--- src/rtl/in_pio_irq_if.sv ---
// Avalon-MM slave bus bundle for the input PIO: word address, select,
// active-low write strobe, write data and registered read data.
interface in_pio_irq_if #(
  parameter int WIDTH = 8
);
  logic [1:0]       address;
  logic             chipselect;
  logic             write_n;
  logic [WIDTH-1:0] writedata;
  logic [WIDTH-1:0] readdata;

  modport master (output address, chipselect, write_n, writedata, input readdata);
  modport slave  (input address, chipselect, write_n, writedata, output readdata);
endinterface

--- src/rtl/in_pio_irq.sv ---
// Input PIO for switches/buttons: two-flop synchroniser, optional per-bit
// debounce, sticky edge capture (W1C) and a maskable level interrupt.
module in_pio_irq #(
  parameter int WIDTH           = 8,
  parameter int EDGE_TYPE       = 0,
  parameter int DEBOUNCE_CYCLES = 0
) (
  input  logic              clk,
  input  logic              reset_n,
  in_pio_irq_if.slave       bus,
  input  logic [WIDTH-1:0]  in_port,
  output logic              irq
);

  logic [WIDTH-1:0] sync1;
  logic [WIDTH-1:0] sync2;
  logic [WIDTH-1:0] deb;
  logic [WIDTH-1:0] prev;
  logic [WIDTH-1:0] irq_mask;
  logic [WIDTH-1:0] edge_cap;
  logic [WIDTH-1:0] edge_sel;
  logic [WIDTH-1:0] clr;
  logic             wr_en;

  function automatic logic [WIDTH-1:0] edge_pick(input logic [WIDTH-1:0] cur,
                                                 input logic [WIDTH-1:0] old);
    case (EDGE_TYPE)
      1:       return ~cur & old;
      2:       return cur ^ old;
      default: return cur & ~old;
    endcase
  endfunction

  // Synchroniser stage
  always_ff @(posedge clk or negedge reset_n) begin
    if (!reset_n) begin
      sync1 <= '0;
      sync2 <= '0;
    end else begin
      sync1 <= in_port;
      sync2 <= sync1;
    end
  end

  // Debounce stage: deb follows sync2 only after D consecutive disagreeing cycles
  generate
    if (DEBOUNCE_CYCLES == 0) begin : g_nodeb
      assign deb = sync2;
    end else begin : g_deb
      localparam logic [15:0] DEB_LAST = 16'(DEBOUNCE_CYCLES - 1);
      for (genvar i = 0; i < WIDTH; i++) begin : g_bit
        logic [15:0] cnt;
        logic        deb_bit;
        always_ff @(posedge clk or negedge reset_n) begin
          if (!reset_n) begin
            cnt     <= '0;
            deb_bit <= 1'b0;
          end else if (sync2[i] == deb_bit) begin
            cnt <= '0;
          end else if (cnt == DEB_LAST) begin
            cnt     <= '0;
            deb_bit <= sync2[i];
          end else begin
            cnt <= cnt + 16'd1;
          end
        end
        assign deb[i] = deb_bit;
      end
    end
  endgenerate

  assign edge_sel = edge_pick(deb, prev);
  assign wr_en    = bus.chipselect & ~bus.write_n;
  assign clr      = (wr_en && bus.address == 2'd3) ? bus.writedata : '0;

  // Edge capture and register stage; a new edge beats a same-cycle clear
  always_ff @(posedge clk or negedge reset_n) begin
    if (!reset_n) begin
      prev         <= '0;
      irq_mask     <= '0;
      edge_cap     <= '0;
      bus.readdata <= '0;
    end else begin
      prev     <= deb;
      edge_cap <= (edge_cap & ~clr) | edge_sel;
      if (wr_en && bus.address == 2'd2) irq_mask <= bus.writedata;
      case (bus.address)
        2'd0:    bus.readdata <= deb;
        2'd2:    bus.readdata <= irq_mask;
        2'd3:    bus.readdata <= edge_cap;
        default: bus.readdata <= '0;
      endcase
    end
  end

  assign irq = |(edge_cap & irq_mask);

endmodule

--- src/flat_wrapper.sv ---
// flat-port wrapper written by rule: the top's interface ports become plain ports
module in_pio_irq_flat 
#(
  parameter int WIDTH           = 8,
  parameter int EDGE_TYPE       = 0,
  parameter int DEBOUNCE_CYCLES = 0
)
  (clk, reset_n, in_port, irq, bus_address, bus_chipselect, bus_write_n, bus_writedata, bus_readdata);
  in_pio_irq_if #(.WIDTH(WIDTH)) bus_i ();
  input  logic clk;
  input  logic reset_n;
  input  logic [WIDTH-1:0] in_port;
  output logic irq;
  input wire logic [$bits(bus_i.address)-1:0] bus_address;
  input wire logic [$bits(bus_i.chipselect)-1:0] bus_chipselect;
  input wire logic [$bits(bus_i.write_n)-1:0] bus_write_n;
  input wire logic [$bits(bus_i.writedata)-1:0] bus_writedata;
  output wire logic [$bits(bus_i.readdata)-1:0] bus_readdata;
  assign bus_i.address = bus_address;
  assign bus_i.chipselect = bus_chipselect;
  assign bus_i.write_n = bus_write_n;
  assign bus_i.writedata = bus_writedata;
  assign bus_readdata = bus_i.readdata;
  in_pio_irq #(.WIDTH(WIDTH), .EDGE_TYPE(EDGE_TYPE), .DEBOUNCE_CYCLES(DEBOUNCE_CYCLES)) u_core (.clk(clk), .reset_n(reset_n), .bus(bus_i), .in_port(in_port), .irq(irq));
endmodule
--- config.mk ---
export PLATFORM = sky130hd
export DESIGN_NAME = in_pio_irq_flat
export DESIGN_NICKNAME = d
export VERILOG_FILES = /design/src/rtl/in_pio_irq_if.sv /design/src/rtl/in_pio_irq.sv /design/src/flat_wrapper.sv
export SDC_FILE = /design/constraint.sdc
export NUM_CORES = 1
export LEC_CHECK = 0
export CAP_MARGIN = 20
export CORE_AREA = 2 2 60 62
export DETAILED_ROUTE_END_ITERATION = 8
export DIE_AREA = 0 0 62 64
export PLACE_DENSITY = 0.84
export SETUP_SLACK_MARGIN = 0.05
export SYNTH_ARGS = -nofsm -noshare
export SYNTH_HDL_FRONTEND = slang
export SYNTH_SLANG_ARGS = --single-unit
--- constraint.sdc ---
create_clock -name clk -period 2.6 [get_ports clk]
set_input_delay 0.65 -clock clk [delete_from_list [all_inputs] [get_ports clk]]
set_output_delay 0.65 -clock clk [all_outputs]
set_load 0.02 [all_outputs]
==> results <==
per-stage QoR:
| stage | hold WS (ns) | cell area [sq um] |
|---|---|---|
| final | 0.205 | 2240 |
| after global routing | 0.220 | 2240 |
| after CTS | 0.208 | 2240 |
| after detailed placement | 0.336 | 2110 |
| after global placement | 0.333 | 2110 |
| after floorplan | 0.331 | 1780 |
layout by cell type (no fill, tap or decap):
cell and count:
o221ai_2 1, a22o_1 8, nor2_2 1, and4bb_1 1, dfrtp_1 48, and4b_1 1, clkdlybuf4s50_1 29, o221ai_1 7
mux2_4 9, a22oi_1 4, bufinv_16 3, nand2b_1 8, inv_1 16, buf_4 3, mux2_2 7, buf_2 1
clkbuf_4 5, nand4_1 1
critical path, cell delays in order (launching register included):
cell and delay (ns):
dfrtp_1 0.42, a22oi_1 0.24, nand4_1 0.12, clkdlybuf4s50_1 0.55
how the worst max path moves through the flow:
stage	endpoint	slack, ns	cells after the start
floorplan	u_core.irq_mask[0]$_DFFE_PN0P_	1.13	3
global placement	u_core.irq_mask[5]$_DFFE_PN0P_	0.39	3
detailed placement	u_core.irq_mask[7]$_DFFE_PN0P_	0.36	3
CTS	irq	0.25	3
global route	irq	0.15	3
finish	irq	0.25	3
cells by family after synthesis:
| logic type | share of synthesized area (%) |
|---|---|
| multiplexers | 12.0 |
| buffers and inverters | 5.70 |
| AND/OR/NAND/NOR | 4.79 |
| AO/OA/AOI/OAI | 9.92 |
| flip-flops | 67.6 |
where the power goes:
| part | internal, mW | switching, mW |
|---|---|---|
| combinational | 0.133 | 0.0846 |
| sequential | 0.809 | 0.0391 |
| clock | 0.396 | 0.229 |
| total | 1.34 | 0.353 |
sequential cells by signal, indices dropped and copies added, names as in the netlist:
name                 flops
u_core.deb               8
u_core.bus.readdata      8
u_core.edge_cap          8
u_core.prev              8
u_core.sync1             8
u_core.irq_mask          8
metal layers:
| layer | part of all wire [%] | wire (um) | GRT usage (%) | vias up |
|---|---|---|---|---|
| met5 | 0 | 0 | 0 | - |
| met4 | 2.0 | 62 | 9.04 | 0 |
| met3 | 5.2 | 161 | 6.28 | 7 |
| met2 | 50 | 1540 | 27.1 | 28 |
| met1 | 43 | 1330 | 25.7 | 502 |
| li1 | - | - | - | 476 |
final cells by class:
| cell class | count | area [sq um] |
|---|---|---|
| clock inverter | 3 | 90.1 |
| tap | 46 | 57.6 |
| inverter | 16 | 60.1 |
| clock buffer | 5 | 37.5 |
| timing repair buffer | 33 | 318 |
| multi-input combinational | 48 | 475 |
| sequential | 48 | 1200 |
| fill | 242 | 1040 |
==> out/qor.yml <==
setup_path:
  path_class: "register to output port"
  worstSetupStartpointType: "register"
  reg2reg_from: "u_core.edge_cap[3]$_DFF_PN0_"
  regToRegSetupSlack_ns: 1.57
  reg2regPathDepth: 2
  cp-startpoint: "u_core.irq_mask[0]$_DFFE_PN0P_"
  cp-end-kind: "output port"
  cp.arrival_ns: 1.70
  rr_endpoint: "u_core.bus.readdata[3]$_DFF_PN0_"
  worst_ep_required_time_ns: 1.95
  path_max_fanout: 3
finish:
  final_util_pct: 68.2
  drive_above_1_share_pct: 19.6
  syn2layout_area_growth_pct: 26.0
  final_cells: 199
  num_antenna_cells: 0
  num-nets-final: 174
sta:
  fmax_mhz: 426
  hold_violations: 0
  drv_slew: 0
  tightest_slew_ns: 0.528
  slew_headroom_pct: 64.8
  rsz0062_at_grt: "no"
  post-route-period-util_pct: 90.3
  skew_ns: 0.0107
  fin_ws_ns: 0.253
  finalSetupTns_ns: 0
  period_minus_slack_ns: 2.35
  setup_viol: 0
cts:
  cts-resized-gates: 0
  root_buffer: "clkbuf_4"
  numCtsBuffers: 5
  htree_num_levels: 2
  hold_buffers: 0
  clk_pin_slew_ns: 0.14
  cts.path.max_buffers: 2
  cts_tree: "yes"
  cts.sinks: 48
  cts_setup_buffers: 0
  worstSkewPairLatency_ns: 0.36
floorplanning:
  dieArea_sq_um: 3970
  coreArea_sq_um: 3280
  rows: 21
  dieWidth_um: 62
  io_pins: 31
  start_util_pct: 54.1
  die_y_um: 64
logic_synthesis:
  yosys_warnings: 0
  synth.most_common_cell: "dfrtp_1"
  yosysTopAreaCellShare_pct: 67.6
  syn-instance-count: 116
  yosysUniqueCellTypes: 15
  syn_area_sq_um: 1780
  synth.area.top_cells: "dfrtp_1 (68%), mux2_4 (7.6%), mux2_2 (4.4%), a22o_1 (3.9%), o221ai_1 (3.4%)"
  synth_edf_count: 0
  synth-seq-cells: 48
  synth_largest_area_cell: "dfrtp_1"
  ys.flop_type: "dfrtp_1"
  ys_async_sr_fraction_pct: 100
  synth_commonest_cells: "dfrtp_1 (48), inv_1 (16), mux2_4 (9)"
  synth_seq_area_share_pct: 67.6
  syn_nets: 138
  syn_avg_cell_area_sq_um: 15.3
global_routing:
  grt_pass1_vias: 1091
  grt_max_degree: 29
  grt_usage_pct: 18.9
  grt_pass1_wl_mm: 5.24
  antenna_found_initial: 0
  grt.overflow.total: 0
worst_hold_path:
  holdCritPathClass: "input port to asynchronous set/reset pin"
drt:
  ant_nets: 0
  drc: 0
  wl_per_cell_um: 15.6
  totalWireLength_mm: 3.10
  first_iter_violations: 55
  num_vias: 1013
  drt_pre_antenna_iters: 4
  via_per_inst: 5.09
job:
  timing.max_cap.violations: 0
placed_design:
  place_congestion: 0.788
  dp_cells: 191
  place_hpwl_mm: 2.22
  post-place-ws_ns: 0.363
  io_buffers: 30
outcome:
  status: "complete, no violations"
power_and_ir_drop:
  finalPower_mw: 1.69
  p_leak_nw: 1.05
  ir_worst_vdd_mv: 0.450
  power.density_nw_per_um2: 755
No activity file was read; power rests on OpenSTA's default activity.
